File: src/rtl/flag_pkg.sv
// flag_pkg: shared types and constants for the CPU status-flag controller.
//   state_t : controller FSM states
//   cond_t  : branch-condition select codes (cond_sel)
//   FLAG_*  : bit positions of C/Z/B inside a packed {B,Z,C} flag vector
package flag_pkg;

  typedef enum logic [0:0] {
    ST_IDLE = 1'b0,
    ST_WAIT = 1'b1
  } state_t;

  typedef enum logic [1:0] {
    COND_C      = 2'b00,
    COND_Z      = 2'b01,
    COND_B      = 2'b10,
    COND_ALWAYS = 2'b11
  } cond_t;

  localparam int FLAG_C = 0;
  localparam int FLAG_Z = 1;
  localparam int FLAG_B = 2;
  localparam int NFLAGS = 3;

endpackage

File: src/rtl/flag_stack.sv
// flag_stack: DEPTH x W LIFO holding saved flag sets.
//   clk, rst_n : clock, async active-low reset (empties the stack)
//   push, din  : write din on top; ignored when full
//   pop        : discard the top entry; ignored when empty
//   dout       : current top entry (valid when !empty)
//   full/empty : occupancy status
module flag_stack #(
  parameter int DEPTH = 4,
  parameter int W     = 3
) (
  input  logic         clk,
  input  logic         rst_n,
  input  logic         push,
  input  logic         pop,
  input  logic [W-1:0] din,
  output logic [W-1:0] dout,
  output logic         full,
  output logic         empty
);

  localparam int AW = $clog2(DEPTH);
  localparam int PW = AW + 1;

  logic [W-1:0]  mem [DEPTH];
  logic [PW-1:0] ptr;
  logic [AW-1:0] top_idx;

  assign full    = (ptr == PW'(DEPTH));
  assign empty   = (ptr == '0);
  assign top_idx = ptr[AW-1:0] - AW'(1);
  assign dout    = mem[top_idx];

  always_ff @(posedge clk or negedge rst_n) begin
    if (!rst_n) begin
      ptr <= '0;
    end else if (push && !full) begin
      ptr <= ptr + PW'(1);
    end else if (pop && !empty) begin
      ptr <= ptr - PW'(1);
    end
  end

  // NOTE: the storage array has no reset; an entry is only ever read after
  // it was written, because the pointer (which is reset) guards every access.
  always_ff @(posedge clk) begin
    if (push && !full) begin
      mem[ptr[AW-1:0]] <= din;
    end
  end

endmodule

File: src/rtl/flag_ctrl.sv
// flag_ctrl: sequencer and owner of the Carry/Zero/Borrow status flags.
//   op_valid/op_ready/op_upd/op_clr : flag-affecting instruction handshake
//   alu_done, alu_c/z/b             : ALU flag results
//   save_req/restore_req            : push/pop flags on the save stack
//   err_clr                         : clears sticky error bits
//   cond_sel/cond_inv/cond_true     : branch-condition evaluation
//   flag_c/z/b                      : registered flags
//   busy                            : waiting for the ALU
//   stk_ovf/stk_unf/seq_err/tmo_err : sticky error bits
import flag_pkg::*;

module flag_ctrl #(
  parameter int TIMEOUT   = 8,
  parameter int STK_DEPTH = 4
) (
  input  logic       clk,
  input  logic       rst_n,
  input  logic       op_valid,
  output logic       op_ready,
  input  logic [2:0] op_upd,
  input  logic       op_clr,
  input  logic       alu_done,
  input  logic       alu_c,
  input  logic       alu_z,
  input  logic       alu_b,
  input  logic       save_req,
  input  logic       restore_req,
  input  logic       err_clr,
  input  logic [1:0] cond_sel,
  input  logic       cond_inv,
  output logic       cond_true,
  output logic       flag_c,
  output logic       flag_z,
  output logic       flag_b,
  output logic       busy,
  output logic       stk_ovf,
  output logic       stk_unf,
  output logic       seq_err,
  output logic       tmo_err
);

  localparam int CNT_W = (TIMEOUT > 1) ? $clog2(TIMEOUT) : 1;
  localparam logic [CNT_W-1:0] CNT_LAST = CNT_W'(TIMEOUT - 1);

  state_t             state;
  logic [NFLAGS-1:0]  flags;
  logic [NFLAGS-1:0]  mask;
  logic [CNT_W-1:0]   cnt;
  logic [NFLAGS-1:0]  alu_flags;
  logic [NFLAGS-1:0]  stk_dout;
  logic               stk_full, stk_empty;

  logic in_idle, req_one_save, req_one_restore;
  logic do_push, do_pop;
  logic ovf_evt, unf_evt, seq_evt, tmo_evt;

  assign alu_flags = {alu_b, alu_z, alu_c};
  assign in_idle   = (state == ST_IDLE);
  assign busy      = (state == ST_WAIT);
  assign op_ready  = in_idle && !save_req && !restore_req;

  // A lone request is serviced only in IDLE; a simultaneous pair, or any
  // request while the ALU is outstanding, is a sequencing error.
  assign req_one_save    = save_req && !restore_req;
  assign req_one_restore = restore_req && !save_req;
  assign do_push = in_idle && req_one_save && !stk_full;
  assign do_pop  = in_idle && req_one_restore && !stk_empty;
  assign ovf_evt = in_idle && req_one_save && stk_full;
  assign unf_evt = in_idle && req_one_restore && stk_empty;
  assign seq_evt = (save_req || restore_req) && (!in_idle || (save_req && restore_req));
  // alu_done on the final count commits instead of timing out.
  assign tmo_evt = busy && !alu_done && (cnt == CNT_LAST);

  flag_stack #(
    .DEPTH (STK_DEPTH),
    .W     (NFLAGS)
  ) u_stack (
    .clk   (clk),
    .rst_n (rst_n),
    .push  (do_push),
    .pop   (do_pop),
    .din   (flags),
    .dout  (stk_dout),
    .full  (stk_full),
    .empty (stk_empty)
  );

  // NOTE: all state here is sequential and uses non-blocking assignments so
  // every register sees the pre-edge values of the others.
  always_ff @(posedge clk or negedge rst_n) begin
    if (!rst_n) begin
      state <= ST_IDLE;
      flags <= '0;
      mask  <= '0;
      cnt   <= '0;
    end else begin
      case (state)
        ST_IDLE: begin
          if (do_pop) begin
            flags <= stk_dout;
          end else if (op_valid && op_ready) begin
            if (op_clr) begin
              flags <= '0;
            end else begin
              mask  <= op_upd;
              cnt   <= '0;
              state <= ST_WAIT;
            end
          end
        end
        ST_WAIT: begin
          if (alu_done) begin
            flags <= (flags & ~mask) | (alu_flags & mask);
            state <= ST_IDLE;
          end else if (cnt == CNT_LAST) begin
            state <= ST_IDLE;
          end else begin
            cnt <= cnt + CNT_W'(1);
          end
        end
        default: state <= ST_IDLE;
      endcase
    end
  end

  // Sticky errors: a new event in the same cycle as err_clr keeps the bit set.
  always_ff @(posedge clk or negedge rst_n) begin
    if (!rst_n) begin
      stk_ovf <= 1'b0;
      stk_unf <= 1'b0;
      seq_err <= 1'b0;
      tmo_err <= 1'b0;
    end else begin
      stk_ovf <= ovf_evt || (stk_ovf && !err_clr);
      stk_unf <= unf_evt || (stk_unf && !err_clr);
      seq_err <= seq_evt || (seq_err && !err_clr);
      tmo_err <= tmo_evt || (tmo_err && !err_clr);
    end
  end

  assign flag_c = flags[FLAG_C];
  assign flag_z = flags[FLAG_Z];
  assign flag_b = flags[FLAG_B];

  // NOTE: sel_flag gets a default before the case so no latch is inferred.
  logic sel_flag;
  always_comb begin
    sel_flag = 1'b0;
    case (cond_t'(cond_sel))
      COND_C:  sel_flag = flags[FLAG_C];
      COND_Z:  sel_flag = flags[FLAG_Z];
      COND_B:  sel_flag = flags[FLAG_B];
      default: sel_flag = 1'b0;
    endcase
  end

  assign cond_true = (cond_t'(cond_sel) == COND_ALWAYS) ? !cond_inv : (sel_flag ^ cond_inv);

endmodule

File: config.mk
export PLATFORM = sky130hd
export DESIGN_NAME = flag_ctrl
export DESIGN_NICKNAME = d
export VERILOG_FILES = /design/src/rtl/flag_pkg.sv /design/src/rtl/flag_stack.sv /design/src/rtl/flag_ctrl.sv
export SDC_FILE = /design/constraint.sdc
export NUM_CORES = 1
export LEC_CHECK = 0
export BUFFER_PORTS_ARGS = -buffer_cell sky130_fd_sc_hd__buf_2
export CAP_MARGIN = 20
export CORE_UTILIZATION = 45
export DETAILED_ROUTE_END_ITERATION = 12
export PLACE_DENSITY = 0.73
export RECOVER_POWER = 100
export SETUP_SLACK_MARGIN = 0.02
export SYNTH_ARGS = -nofsm -noshare
export SYNTH_HDL_FRONTEND = slang
export SYNTH_HIERARCHICAL = 1
export SYNTH_SLANG_ARGS = --single-unit
export TNS_END_PERCENT = 50
File: constraint.sdc
create_clock -name clk -period 7.1 [get_ports clk]
set_input_delay 1.42 -clock clk [delete_from_list [all_inputs] [get_ports clk]]
set_output_delay 1.42 -clock clk [all_outputs]
set_load 0.03 [all_outputs]
### Word level (Yosys, flattened, before mapping)

Memories as Yosys holds them, arrays and structs flattened.
Cells that the tools add are included.

* reduce and logical (&&, ||, !) cells: 40
* muxes and demuxes: 23
* equality and inequality tests: 13
* div/mod/pow operators: 0
* order comparisons: 0
* $mul: 0
* bitwise operators: 8
* shift-type cells: 0
* add/sub/neg operators: 4

Operator list (number)
* $mux W3: 11
* $logic_and A1 B1 Y1: 21
* $pmux W3 S2: 2
* $ne A2 B2 Y1 const B: 5
* $mux W1: 8
* $logic_not A1 Y1: 7
* $add A3 B1 Y3 const B: 2
* $and A3 B3 Y3: 2
* $eq A3 B3 Y1 const B: 2
* $logic_or A1 B1 Y1: 6
* $reduce_and A5 Y1: 1
* $eq A2 B2 Y1 const B: 2
* $reduce_and A4 Y1: 1
* $logic_not A3 Y1: 1
* $ne A3 B1 Y1 const B: 1
* $ne A3 B2 Y1 const B: 1
* $not A1 Y1: 3
* $not A3 Y3: 1
* $or A3 B3 Y3: 1
* $pmux W1 S3: 1
* $reduce_and A3 Y1: 1
* $sub A3 B1 Y3 const B: 1
* $eq A2 B1 Y1 const B: 1
* $logic_not A2 Y1: 1
* other kinds (5): 5

* output and inout port bits: 10
* bits in read-only memories: 0
* memories kept: 1
* memory bits (writable): 12
* word-level logic and storage cells: 98
* input port bits: 17
* bits in registers: 17
* bits in latches: 0

Memories
* u_stack.mem: words 4, bits a word 3, rd ports 1, clocked after memory_dff 0, write ports 1, RTL line flag_stack.sv:24 `logic [W-1:0] mem [DEPTH];`

### Depth between registers and ports, before layout

* depth after elaboration: 7
* mapped depth: 11
* gate-level depth less buffers: 10

### By module

The synthesis kept the hierarchy.

By module, submodules not included
* flag_ctrl: area an instance 783.3 um2, cells an instance 88, seq. area each 350.3 um2, times used 1
* flag_stack: area an instance 723.2 um2, cells an instance 45, seq. area each 435.4 um2, times used 1

### Worst setup path after synthesis

No wires, ideal clock.

* path kind: input to output
* from: in save_req
* to: out op_ready
* buffers on the path: 1
* required time: 5.680 ns
* slack: 3.402 ns
* data arrival time: 2.278 ns
* stages: 2
* cell sequence: buf_2 -> nor3_1

* word-level cells in the longest chain between the ends: 3

Ends and longest elaborated chain
* start: declaration: RTL line flag_ctrl.sv:26 `input logic save_req,`
* $logic_not A1 Y1: RTL line flag_ctrl.sv:60 `assign op_ready = in_idle && !save_req && !restore_req;`
* $logic_and A1 B1 Y1 (2 in series): RTL line flag_ctrl.sv:60
* end: declaration: RTL line flag_ctrl.sv:19 `output logic op_ready,`

Every way passes these cells.

### Worst setup path in the final report

* from: in cond_sel[0]
* to: out cond_true

* word-level cells in the longest chain between the ends: 4
* elaborated cells between the ends (all ways): 7
* those cells by class: eq/ne (3); mux (2); bitwise (1); reduce/logical (1)

Ends and longest elaborated chain
* start: declaration: RTL line flag_ctrl.sv:29 `input logic [1:0] cond_sel,`
* $eq A2 B2 Y1, or another cell as far along: RTL line flag_ctrl.sv:149 `case (cond_t'(cond_sel))`
* $pmux W1 S3: RTL line flag_ctrl.sv:149
* $xor A1 B1 Y1: RTL line flag_ctrl.sv:157 `assign cond_true = (cond_t'(cond_sel) == COND_ALWAYS) ? !cond_inv : (sel_flag ^ cond_inv);`
* $mux W1 *: RTL line flag_ctrl.sv:157
* end: declaration: RTL line flag_ctrl.sv:31 `output logic cond_true,`

Every way passes the cells marked *; elsewhere a longest branch is shown, timed or not.

==> impl_metrics.csv <==
group,metric,value,unit
worst_setup_path,critical_path_class,"in -> out",
finish,n_antenna_cell,0,
clocking,cts_resized,0,
global_routing,antenna_found_initial,0,
synthesis,synth_nets,157,
worst_setup_path,max_stage_delay,0.32,ns
placed_design,io_buffer_count,26,
worst_setup_path,cp_slowest_cell,"clkbuf_1",
synthesis,async_flop_share,58.6,%
floorplan,fp.dieW,59.9,um
hold_path,hp-class,"reg -> reg",
synthesis,synth_enable_flop_cells,12,
sta,relSlewSlack,28.1,%
finish,fin_cells,207,
synthesis,avgSynthCellArea,11.3,sq um
status,status,"finished, final reports clean",
finish,fin_area,1710,sq um
sta,skew,0.00878,ns
placed_design,dp_cells,199,
worst_setup_path,end_kind,"output pin",
finish,finalCoreUtilization,55.0,%
sta,hold_viol,0,
synthesis,synth-main-ff-cell,"dfrtp_1",
clocking,clock-sinks,29,
power_and_ir_drop,power_density,346,nW/um^2
sta,rsz0062_at_grt,"no",
worst_setup_path,cp.arrival,2.32,ns
routing,drtIter0Drc,23,
synthesis,syn_area,1510,sq um
sta,tns,0,ns
synthesis,synth_cells,133,
clocking,ctsLongestPathBuffers,2,
flow_run,max_cap_violations,0,
floorplan,start_util,48.5,%
finish,layout-area-overhead-vs-synth,13.3,%
clocking,postCtsSetupRepairBufs,0,
finish,nets,186,
routing,firstDrtPassIters,4,
global_routing,grt.total_usage,18.8,%
routing,vias,1106,
power_and_ir_drop,peakVddDrop,0.143,mV
clocking,hold_buffers,0,
clocking,cts_root_buf,"clkbuf_4",
clocking,clkTransAtPathRegs,0.09,ns
synthesis,synth_cell_types,38,
worst_setup_path,crit_chain,"buf_2 -> nor2b_1 -> a211oi_1 -> a21oi_1 -> xor2_1 -> clkbuf_1",
floorplan,core,3100,sq um
placed_design,place_ws,3.48,ns
sta,setup_slack,3.36,ns
sta,worst_slew_pin_slew,1.07,ns
power_and_ir_drop,leakagePower,0.709,nW
routing,ant_nets,0,
worst_setup_path,cp.required,5.68,ns
synthesis,ys_seq_elements,29,
global_routing,grt_max_degree,20,
finish,drive_gt1_share,17.2,%
synthesis,synth_top_area_cell,"dfrtp_1",
sta,finalMaxSlewViolations,0,
floorplan,rows,20,
clocking,cts_buffers,5,
power_and_ir_drop,totalPowerFinal,590,uW
finish,fillers,308,
floorplan,die_y,59.9,um
finish,multi_input_area,614,sq um
placed_design,placed_area,1670,sq um
sta,setup_viol,0,
sta,fin_crit_sh,52.7,%
sta,timing.fmax,0.267,GHz
routing,post_drt_wl_per_cell,14.2,um
global_routing,overflow,0,
finish,seq_area,786,sq um
sta,min_period,3.74,ns
synthesis,yosysTopAreaCellShare,28.2,%
clocking,h-tree-depth,2,
global_routing,grt_first_pass_wirelength,4.74,mm
placed_design,place.gp.congestion,0.731,
routing,drc,0,
floorplan,dieArea,3580,sq um
global_routing,grt_pass1_vias,1022,
worst_setup_path,path_max_fanout,3,
clocking,worstSkewPairLatency,0.34,ns
placed_design,dp_hpwl,2.14,mm
synthesis,ys.warnings.count,6,
synthesis,ys_seq_area_share,52.2,%
routing,via_per_inst,5.34,
synthesis,synth_area_leaders,"dfrtp_1 (28%), edfxtp_1 (24%), ha_1 (5.0%)",
routing,routed_wl,2.95,mm
worst_setup_path,worstSetupStartpointType,"input pin",
sta,holdWs,0.516,ns
clocking,cts_tree,"yes",
floorplan,ioPinCount,27,
-- cells in the mapped netlist (2+ instances only) --
library cell  instances
dfrtp_1              17
inv_1                16
a22oi_1               3
nand3b_1              2
buf_2                 3
nand2_1              13
xnor2_1               2
or2_2                 2
mux4_2                3
nor2_1                5
nand2b_1              3
and3_2                3
nor2b_1               2
and2_1                2
edfxtp_1             12
o21ai_0              13
a21oi_1               3
a32oi_1               3
ha_1                  6
nor3_1                2
-- path summary, 6_finish.rpt --
path	startpoint	endpoint	slack [ns]	depth (start not counted)
min	cnt[0]	cnt[0]	0.52	1
max	cond_sel[0]	cond_true	3.36	6
max in group asynchronous	rst_n	cnt[0]	5.29	1
max reg2reg	u_stack/ptr[0]	u_stack/ptr[2]	4.24	10
min reg2reg	cnt[0]	cnt[0]	0.52	1
min in group asynchronous	rst_n	u_stack/ptr[1]	1.21	1
-- layer usage --
metal | vias up | share of wire, % | track usage (%)
met1 | 544 | 41 | 23.1
met4 | 0 | 1.3 | 8.64
met5 | - | 0 | 0
met3 | 4 | 5.5 | 6.71
met2 | 28 | 52 | 29.7
li1 | 530 | - | -
-- report_power, final --
group	total (mW)	internal, mW	switching, mW
sequential	0.261	0.219	0.0421
combinational	0.196	0.0834	0.113
clock	0.133	0.0728	0.0599
-- critical path, delay by kind of cell --
| kind | cells | cell delay, ns |
|---|---|---|
| AO/OA/AOI/OAI | 2 | 0.21 |
| XOR/XNOR | 1 | 0.15 |
| buffers and inverters | 2 | 0.43 |
| AND/OR/NAND/NOR | 1 | 0.11 |
-- cell usage in the layout (no fill, tap or decap), drive strengths merged, types with 2 or more instances in the layout --
master and instances:
mux4 3, edfxtp 12, and2 2, a21oi 3, inv 16, a2bb2oi 2
or2 2, buf 12, nand2b 3, nor2b 3, dfrtp 17, and3 3
a211oi 2, a32oi 3, ha 6, a22oi 3, xnor2 2, nand2 13
nor2 5, or3b 2, o21ai 13, clkbuf 19, nor3 2, nand3b 2
-- cells by family after synthesis --
kind of cell | share of synthesized area, %
adders and majority gates | 6.31
and+or+nand+nor | 15.4
AOI/OAI and AO/OA | 13.0
xor gates and xnor gates | 1.74
DFF | 52.2
muxes | 6.15
buffers and inverters | 5.23
-- layout make-up --
cell class,instances,share of cell area [%]
clock buffer,5,2.20
clock inverter,3,2.42
inverter,16,3.52
multi-input combinational,84,36.0
sequential,29,46.0
tap,44,3.23
timing repair buffer,26,6.60
Power figures use the tool's default switching activity.
